$ cat src/rtl/mdu_ctrl.sv
// mdu_ctrl: multi-cycle RV32M multiply/divide unit with valid/ready handshake and flush.
// Define MDU_DIV_EN to build the radix-2 restoring divider; without it DIV/REM ops return 0 after one cycle.
module mdu_ctrl #(
    parameter int XLEN    = 32,
    parameter int MUL_LAT = 2
) (
    input  logic            clk,
    input  logic            rst,
    input  logic            in_valid,
    output logic            in_ready,
    input  logic [2:0]      op,
    input  logic [XLEN-1:0] rs1,
    input  logic [XLEN-1:0] rs2,
    input  logic            flush,
    output logic            out_valid,
    input  logic            out_ready,
    output logic [XLEN-1:0] result
);

    localparam int CNT_W = $clog2(XLEN) + 1;
    localparam logic [CNT_W-1:0] CNT_ZERO     = {CNT_W{1'b0}};
    localparam logic [CNT_W-1:0] CNT_ONE      = {{(CNT_W-1){1'b0}}, 1'b1};
    localparam logic [CNT_W-1:0] MUL_CNT_INIT = CNT_W'((MUL_LAT > 1) ? (MUL_LAT - 2) : 0);

    localparam logic [1:0] ST_IDLE = 2'd0;
    localparam logic [1:0] ST_MUL  = 2'd1;
`ifdef MDU_DIV_EN
    localparam logic [1:0] ST_DIV  = 2'd2;
`endif
    localparam logic [1:0] ST_DONE = 2'd3;

    function automatic logic [XLEN-1:0] neg_if(input logic neg, input logic [XLEN-1:0] v);
        neg_if = neg ? (~v + {{(XLEN-1){1'b0}}, 1'b1}) : v;
    endfunction

    logic [1:0]      state_r;
    logic [CNT_W-1:0] cnt_r;
    logic [1:0]      op_r;
    logic [XLEN-1:0] opa_r;
    logic [XLEN-1:0] opb_r;
    logic            in_ready_r;
    logic            out_valid_r;
    logic [XLEN-1:0] result_r;

    logic [1:0]        mul_op_s;
    logic [XLEN-1:0]   mul_a_s;
    logic [XLEN-1:0]   mul_b_s;
    logic              a_sgn_s;
    logic              b_sgn_s;
    logic [2*XLEN-1:0] a_ext_s;
    logic [2*XLEN-1:0] b_ext_s;
    logic [2*XLEN-1:0] prod_s;
    logic [XLEN-1:0]   mul_res_s;

    // Multiplier: operands come straight from the ports while idle so MUL_LAT==1 can finish at accept.
    always_comb begin
        if (state_r == ST_IDLE) begin
            mul_op_s = op[1:0];
            mul_a_s  = rs1;
            mul_b_s  = rs2;
        end else begin
            mul_op_s = op_r;
            mul_a_s  = opa_r;
            mul_b_s  = opb_r;
        end
        a_sgn_s = (mul_op_s == 2'b01) || (mul_op_s == 2'b10);
        b_sgn_s = (mul_op_s == 2'b01);
        a_ext_s = {{XLEN{a_sgn_s & mul_a_s[XLEN-1]}}, mul_a_s};
        b_ext_s = {{XLEN{b_sgn_s & mul_b_s[XLEN-1]}}, mul_b_s};
        prod_s  = a_ext_s * b_ext_s;
        if (mul_op_s == 2'b00) begin
            mul_res_s = prod_s[XLEN-1:0];
        end else begin
            mul_res_s = prod_s[2*XLEN-1:XLEN];
        end
    end

`ifdef MDU_DIV_EN
    logic [XLEN-1:0] rem_r;
    logic [XLEN-1:0] quo_r;
    logic [XLEN-1:0] dvs_r;
    logic            q_neg_r;
    logic            r_neg_r;

    logic            div_sgn_s;
    logic            a_neg_s;
    logic            b_neg_s;
    logic            div_zero_s;
    logic            div_ovf_s;
    logic [XLEN-1:0] spec_res_s;
    logic [XLEN:0]   rem_sh_s;
    logic [XLEN:0]   diff_s;
    logic [XLEN-1:0] rem_nx_s;
    logic [XLEN-1:0] quo_nx_s;
    logic [XLEN-1:0] div_res_s;

    // Divider: operand preparation at accept, one restoring step per cycle, sign fixup on the last step.
    always_comb begin
        div_sgn_s  = ~op[0];
        a_neg_s    = div_sgn_s & rs1[XLEN-1];
        b_neg_s    = div_sgn_s & rs2[XLEN-1];
        div_zero_s = (rs2 == {XLEN{1'b0}});
        div_ovf_s  = div_sgn_s & (rs1 == {1'b1, {(XLEN-1){1'b0}}}) & (rs2 == {XLEN{1'b1}});
        if (div_zero_s) begin
            spec_res_s = op[1] ? rs1 : {XLEN{1'b1}};
        end else if (div_ovf_s) begin
            spec_res_s = op[1] ? {XLEN{1'b0}} : rs1;
        end else begin
            spec_res_s = {XLEN{1'b0}};
        end
        rem_sh_s = {rem_r, quo_r[XLEN-1]};
        diff_s   = rem_sh_s - {1'b0, dvs_r};
        if (diff_s[XLEN]) begin
            rem_nx_s = rem_sh_s[XLEN-1:0];
        end else begin
            rem_nx_s = diff_s[XLEN-1:0];
        end
        quo_nx_s = {quo_r[XLEN-2:0], ~diff_s[XLEN]};
        if (op_r[1]) begin
            div_res_s = neg_if(r_neg_r, rem_nx_s);
        end else begin
            div_res_s = neg_if(q_neg_r, quo_nx_s);
        end
    end
`endif

    // Sequencing FSM with registered handshake outputs and result.
    always_ff @(posedge clk) begin
        if (rst) begin
            state_r     <= ST_IDLE;
            cnt_r       <= CNT_ZERO;
            op_r        <= 2'b00;
            opa_r       <= {XLEN{1'b0}};
            opb_r       <= {XLEN{1'b0}};
            in_ready_r  <= 1'b1;
            out_valid_r <= 1'b0;
            result_r    <= {XLEN{1'b0}};
`ifdef MDU_DIV_EN
            rem_r       <= {XLEN{1'b0}};
            quo_r       <= {XLEN{1'b0}};
            dvs_r       <= {XLEN{1'b0}};
            q_neg_r     <= 1'b0;
            r_neg_r     <= 1'b0;
`endif
        end else if (flush) begin
            state_r     <= ST_IDLE;
            cnt_r       <= CNT_ZERO;
            in_ready_r  <= 1'b1;
            out_valid_r <= 1'b0;
        end else begin
            case (state_r)
                ST_IDLE: begin
                    if (in_valid) begin
                        op_r       <= op[1:0];
                        opa_r      <= rs1;
                        opb_r      <= rs2;
                        in_ready_r <= 1'b0;
                        if (!op[2]) begin
                            if (MUL_LAT <= 1) begin
                                result_r    <= mul_res_s;
                                out_valid_r <= 1'b1;
                                state_r     <= ST_DONE;
                            end else begin
                                cnt_r   <= MUL_CNT_INIT;
                                state_r <= ST_MUL;
                            end
                        end else begin
`ifdef MDU_DIV_EN
                            if (div_zero_s || div_ovf_s) begin
                                result_r    <= spec_res_s;
                                out_valid_r <= 1'b1;
                                state_r     <= ST_DONE;
                            end else begin
                                rem_r   <= {XLEN{1'b0}};
                                quo_r   <= neg_if(a_neg_s, rs1);
                                dvs_r   <= neg_if(b_neg_s, rs2);
                                q_neg_r <= a_neg_s ^ b_neg_s;
                                r_neg_r <= a_neg_s;
                                cnt_r   <= CNT_W'(XLEN - 1);
                                state_r <= ST_DIV;
                            end
`else
                            result_r    <= {XLEN{1'b0}};
                            out_valid_r <= 1'b1;
                            state_r     <= ST_DONE;
`endif
                        end
                    end
                end
                ST_MUL: begin
                    if (cnt_r == CNT_ZERO) begin
                        result_r    <= mul_res_s;
                        out_valid_r <= 1'b1;
                        state_r     <= ST_DONE;
                    end else begin
                        cnt_r <= cnt_r - CNT_ONE;
                    end
                end
`ifdef MDU_DIV_EN
                ST_DIV: begin
                    rem_r <= rem_nx_s;
                    quo_r <= quo_nx_s;
                    if (cnt_r == CNT_ZERO) begin
                        result_r    <= div_res_s;
                        out_valid_r <= 1'b1;
                        state_r     <= ST_DONE;
                    end else begin
                        cnt_r <= cnt_r - CNT_ONE;
                    end
                end
`endif
                ST_DONE: begin
                    if (out_ready) begin
                        out_valid_r <= 1'b0;
                        in_ready_r  <= 1'b1;
                        state_r     <= ST_IDLE;
                    end
                end
                default: begin
                    out_valid_r <= 1'b0;
                    in_ready_r  <= 1'b1;
                    state_r     <= ST_IDLE;
                end
            endcase
        end
    end

    assign in_ready  = in_ready_r;
    assign out_valid = out_valid_r;
    assign result    = result_r;

endmodule

$ cat config.mk
export PLATFORM = sky130hd
export DESIGN_NAME = mdu_ctrl
export DESIGN_NICKNAME = d
export VERILOG_FILES = /design/src/rtl/mdu_ctrl.sv
export SDC_FILE = /design/constraint.sdc
export NUM_CORES = 2
export LEC_CHECK = 0
export BUFFER_PORTS_ARGS = -buffer_cell sky130_fd_sc_hd__buf_2
export CAP_MARGIN = 25
export CORE_UTILIZATION = 45
export CTS_CLUSTER_SIZE = 25
export DETAILED_ROUTE_END_ITERATION = 7
export PLACE_DENSITY_LB_ADDON = 0.1
export SLEW_MARGIN = 0
export SYNTH_ARGS = -nofsm -noshare
export SYNTH_HDL_FRONTEND = slang
export SYNTH_SLANG_ARGS = --single-unit
$ cat constraint.sdc
create_clock -name clk -period 14.2 [get_ports clk]
set_clock_uncertainty 0.1 [all_clocks]
set_input_delay 1.42 -clock clk [delete_from_list [all_inputs] [get_ports clk]]
set_output_delay 1.42 -clock clk [all_outputs]
set_load 0.01 [all_outputs]
---- After elaboration in Yosys (flattened, before gate mapping) ----
Index checks and enable logic that the tools add are counted.
storage, ports and cells
  register bits after elaboration ......... 108
  input bits .............................. 72
cells by class
  equal/unequal tests ..................... 10
  reduce and logical (&&, ||, !) cells .... 12
  bitwise logic cells ..................... 4
  add/subtract/negate cells ............... 1
  $mul .................................... 1
  muxes and demuxes ....................... 25
operator list
  kind                 number
  $mux 32              6
  $mul 33x33->64       1
  $pmux 32 s2          1
  $mux 6               3
  $ne 2x2->1 const B   6
  $pmux 6 s2           1
  $mux 2               5
  $reduce_and 3->1     3
  $reduce_and 4->1     2
  $logic_not 6->1      1
  $mux 1               6
  $pmux 1 s3           2
  $pmux 2 s3           1
  $sub 6x1->6 const B  1
  $reduce_and 5->1     1
  $eq 2x1->1 const B   2
  $eq 2x2->1 const B   2
  $logic_not 2->1      2
  $and 1x1->1          2
  $not 1->1            2
  $reduce_bool 2->1    1
  $reduce_or 2->1      1
  $logic_or 1x1->1     1

---- Depth between registers and ports, before layout ----
  depth in word-level cells ............... 9
  mapped depth ............................ 37
  mapped depth without buffers ............ 31

---- Worst setup path after synthesis ----
OpenSTA, ideal clock, no wires.
  path type ............................... register to register
  start ................................... register state_r[1]
  end ..................................... register result_r[28], in the netlist result[28]
  cell stages (with the launch flop) ...... 37
  arrival ................................. 9,907 ps
  clock period less this slack ............ 10,080 ps
  setup slack ............................. 4,120 ps
  data required time ...................... 14,027 ps
  setup time .............................. 73 ps
  cells stage by stage .................... dfxtp_1 -> clkbuf_1 -> nor2_2 -> buf_2 -> buf_2 -> buf_2 -> mux2_2 -> ha_1 -> nor2_1 -> clkbuf_1 -> nand2_1 -> inv_1 -> fa_1 -> inv_1 -> fa_1 -> inv_1 -> fa_1 -> fa_1 -> inv_1 -> fa_1 -> inv_1 -> fa_1 -> inv_1 -> fa_1 -> fa_1 -> inv_1 -> ha_1 -> and4_1 -> and3_1 -> and3_1 -> and2_1 -> a221o_1 -> a311o_1 -> nor2_2 -> nor4bb_1 -> o31a_1 -> nor3_2
between the ends
  longest elaborated chain between the ends .. 9
  elaborated cells on any way between the ends .. 20
ends and longest elaborated chain
  item                                      RTL line  text
  start, declared                           36        logic [1:0] state_r;
  start signal, assigned                    130       state_r <= ST_IDLE;
  start signal, assigned                    146       state_r <= ST_IDLE;
  start signal, assigned                    162       state_r <= ST_DONE;
  $logic_not 2->1                           57, 151
  $mux 2                                    57        if (state_r == ST_IDLE) begin
  $eq 2x1->1 or $eq 2x2->1 (tied branches)  66, 67
  $logic_or 1x1->1                          66        a_sgn_s = (mul_op_s == 2'b01) || (mul_op_s == 2'b10);
  $and 1x1->1                               68        a_ext_s = {{XLEN{a_sgn_s & mul_a_s[XLEN-1]}}, mul_a_s};
  $mul 33x33->64                            70        prod_s = a_ext_s * b_ext_s;
  $mux 32                                   71        if (mul_op_s == 2'b00) begin
  $mux 32                                   191       if (cnt_r == CNT_ZERO) begin
  $pmux 32 s2                               151       case (state_r)
  end signal, assigned                      160       result_r <= mul_res_s;
  end signal, assigned                      183       result_r <= {XLEN{1'b0}};
  end signal, assigned                      192       result_r <= mul_res_s;
  end, declared                             43        logic [XLEN-1:0] result_r;
Parallel ways exist; a longest one is shown, timed or not. The select of a mux whose other input is x is not followed.
A chain may end at the register's enable or synchronous reset.

---- Worst setup path after layout ----
Same ends and word-level chain as after synthesis.

==> results_dict.tcl <==
set metrics [dict create \
    max_slew_margin 0.246 \
    slowest_delay_ps 890 \
    cp_slowest_cell "fa_1" \
    cts_buffers 9 \
    hpwl_mm 117 \
    cts_max_level 3 \
    drcViolationCount 0 \
    instances_no_fill 6065 \
    muxShareOfSynthArea 0.0303 \
    synth_area_mm2 0.0424 \
    synthCells 4816 \
    synth_top_family_by_area "adder cells" \
    ys_seq_area_frac 0.0510 \
    worstReg2RegEnd "result[28]" \
    post-route-period-util 0.763 \
    grt_pass1_wl_mm 217 \
    antenna_found_initial 7 \
    r2r-start "state_r[1]" \
    die_w_um 309 \
    fin_crit_ps 10830 \
    critical_path.max_fanout 28 \
    cts_tree "done" \
    critical_path_arrival_ps 11080 \
    cts_buffer_depth 2 \
    synth_compound_area_frac 0.0467 \
    viasPerCell 5.31 \
    grt_use_total 0.311 \
    postRouteAntennaNets 0 \
    postCtsSetupRepairBufs 0 \
    rrSetupSlack_ps 3370 \
    num_rows 112 \
    status "completed" \
    tightestPinTransition_ps 1100 \
    core_mm2 0.0933 \
    synth_edf_count 0 \
    hold_violations 0 \
    gp_congestion 0.965 \
    path_clk_slew_ps 90 \
    cts_sinks 108 \
    required_ps 14450 \
    drv_slew 0 \
    yosys_warnings 0 \
    drtPass1Iterations 6 \
    startpoint_type "flip-flop" \
    utilization 0.481 \
    synthAdderAreaFrac 0.595 \
    setup_viol 0 \
    die-area_mm2 0.0954 \
    avgSynthCellArea_um2 8.80 \
    synthFlopType "dfxtp_1" \
    clock_latency_ps 410 \
    num-nets-final 6215 \
    globalRoute.totalOverflow 0 \
    io_pins 106 \
    synth.distinct_cells 71 \
    grt_max_degree 60 \
    max_freq_ghz 0.0923 \
    wire_per_inst_um 23.4 \
    cts_root_buf "clkbuf_16" \
    tns_ps 0 \
    start_util 0.454 \
    post_cts_resized 0 \
    min-delay-start "opb_r[14]" \
    synth-async-reset-ratio 0 \
    rsz0062_at_grt "false" \
    hold_end "opb_r[14]" \
    synthSimpleGateAreaFrac 0.134 \
    numPlacedInstances 6044 \
    synth_nets 6228 \
    hold_path.class "flip-flop to flip-flop" \
    synth-xor-area-share 0.0159 \
    holdBufCountCts 0 \
    max_cap_violations 0 \
    crit_path_end_kind "flip-flop" \
    dr.first_iter.drc_count 2279 \
    ys_seq_elements 108 \
    wirelength_mm 142 \
    area_growth_pct 5.99 \
    routed-via-count 32176 \
    whs_path_depth 2 \
    crit_path_frequent_cell "fa_1" \
    path_class "flip-flop to flip-flop" \
    rr_worst_depth 31 \
    drive_above_1_share 0.0697 \
    die_y_um 309 \
    io_buffers 105 \
    grt_pass1_vias 33953 \
]
registers in the layout, summed over array words and instances, names as in the netlist:
name       flops
out_valid      1
result        32
in_ready       1
state_r        2
cnt_r          6
opa_r         32
opb_r         32
op_r           2
area by class of cell:
| type | count | area [um2] |
|---|---|---|
| fillers | 9273 | 48400 |
| clock buffers | 10 | 239 |
| diodes | 3 | 7.51 |
| well taps | 1254 | 1570 |
| clock inverters | 6 | 100 |
| flip-flops and latches | 108 | 2160 |
| multi-input cells | 3284 | 35000 |
| repair buffers | 203 | 1320 |
| inverters | 1197 | 4490 |
routing by layer:
layer,global-route usage,wire length [um],vias to the layer above,share of wire
met5,0,0,-,0
met4,0.0973,5250,0,0.037
met3,0.0404,8420,188,0.059
met2,0.523,68500,1044,0.48
met1,0.420,59900,17019,0.42
li1,-,-,13925,-
worst max-delay path by stage:
stage	to	from	cells past startpoint
2_1_floorplan	result[28]	state_r[1]	36
3_3_place_gp	result[28]	rs1[31]	27
3_5_place_dp	result[28]	rs1[31]	27
4_1_cts	result[28]	state_r[1]	31
5_1_grt	result[28]	state_r[1]	31
6_report	result[28]	state_r[1]	31
kinds of logic after synthesis:
| family | count (synthesis) |
|---|---|
| buffers and inverters | 1424 |
| adder cells (fa/ha/maj) | 1340 |
| XOR/XNOR | 77 |
| multiplexers | 120 |
| flip-flops | 108 |
| AND/OR/NAND/NOR | 1425 |
| AO/OA/AOI/OAI | 322 |
worst max-delay path, delay by kind of cell (launching register included):
family | cells | cell delay, ps
AO/OA/AOI/OAI | 3 | 950
adder cells (fa/ha/maj) | 9 | 4690
buffers and inverters | 9 | 1950
flip-flops | 1 | 390
multiplexers | 1 | 630
AND/OR/NAND/NOR | 9 | 1970
Yosys cell counts, types with 9 or more instances:
master / count / area, um2
xnor2_1: 51 / 447
mux2i_1: 54 / 541
nor3_1: 18 / 90.1
a21oi_1: 137 / 686
buf_1: 16 / 60.1
inv_1: 1196 / 4490
nand2_1: 963 / 3610
o21ai_0: 48 / 240
nor2_1: 330 / 1240
fa_1: 1125 / 22500
xor2_1: 26 / 228
a31oi_1: 11 / 68.8
a22oi_1: 18 / 135
nand3_1: 16 / 80.1
buf_2: 9 / 45.0
and2_1: 39 / 244
nand2b_1: 10 / 62.6
dfxtp_1: 108 / 2160
o22ai_1: 13 / 81.3
a21o_1: 26 / 195
ha_1: 215 / 2690
nand4_1: 10 / 62.6
clkbuf_1: 200 / 751
and3_1: 9 / 56.3
mux2_2: 66 / 743
through the flow:
stage	setup slack (ps)	instance area, um2	hold slack [ps]
after floorplan	4120	42400	334
after global placement	3310	44500	340
after CTS	3340	44800	358
final	3370	44900	354
after global routing	2890	44900	377
after detailed placement	3200	44500	345
cells in the final DEF, fill, tap and decap left out, types with 10 or more instances in the layout:
| cell type | Yosys | layout |
|---|---|---|
| dfxtp_1 | 108 | 108 |
| and2_1 | 39 | 39 |
| xnor2_1 | 51 | 51 |
| xor2_1 | 26 | 26 |
| inv_1 | 1196 | 1196 |
| nor3_1 | 18 | 18 |
| o22ai_1 | 13 | 13 |
| nand2_1 | 963 | 963 |
| o21ai_0 | 48 | 48 |
| nand3_1 | 16 | 16 |
| a21oi_1 | 137 | 137 |
| a21o_1 | 26 | 26 |
| nand2b_1 | 10 | 10 |
| mux2_2 | 66 | 66 |
| a31oi_1 | 11 | 11 |
| mux2i_2 | 0 | 28 |
| ha_1 | 215 | 215 |
| mux2i_1 | 54 | 21 |
| buf_2 | 9 | 104 |
| a22oi_1 | 18 | 18 |
| fa_1 | 1125 | 1125 |
| nand4_1 | 10 | 10 |
| nor2_1 | 330 | 328 |
| buf_4 | 1 | 94 |
Power is left out: the tool's default activity adds up to more than one toggle a clock period on the data nets, which glitch-free logic cannot reach.
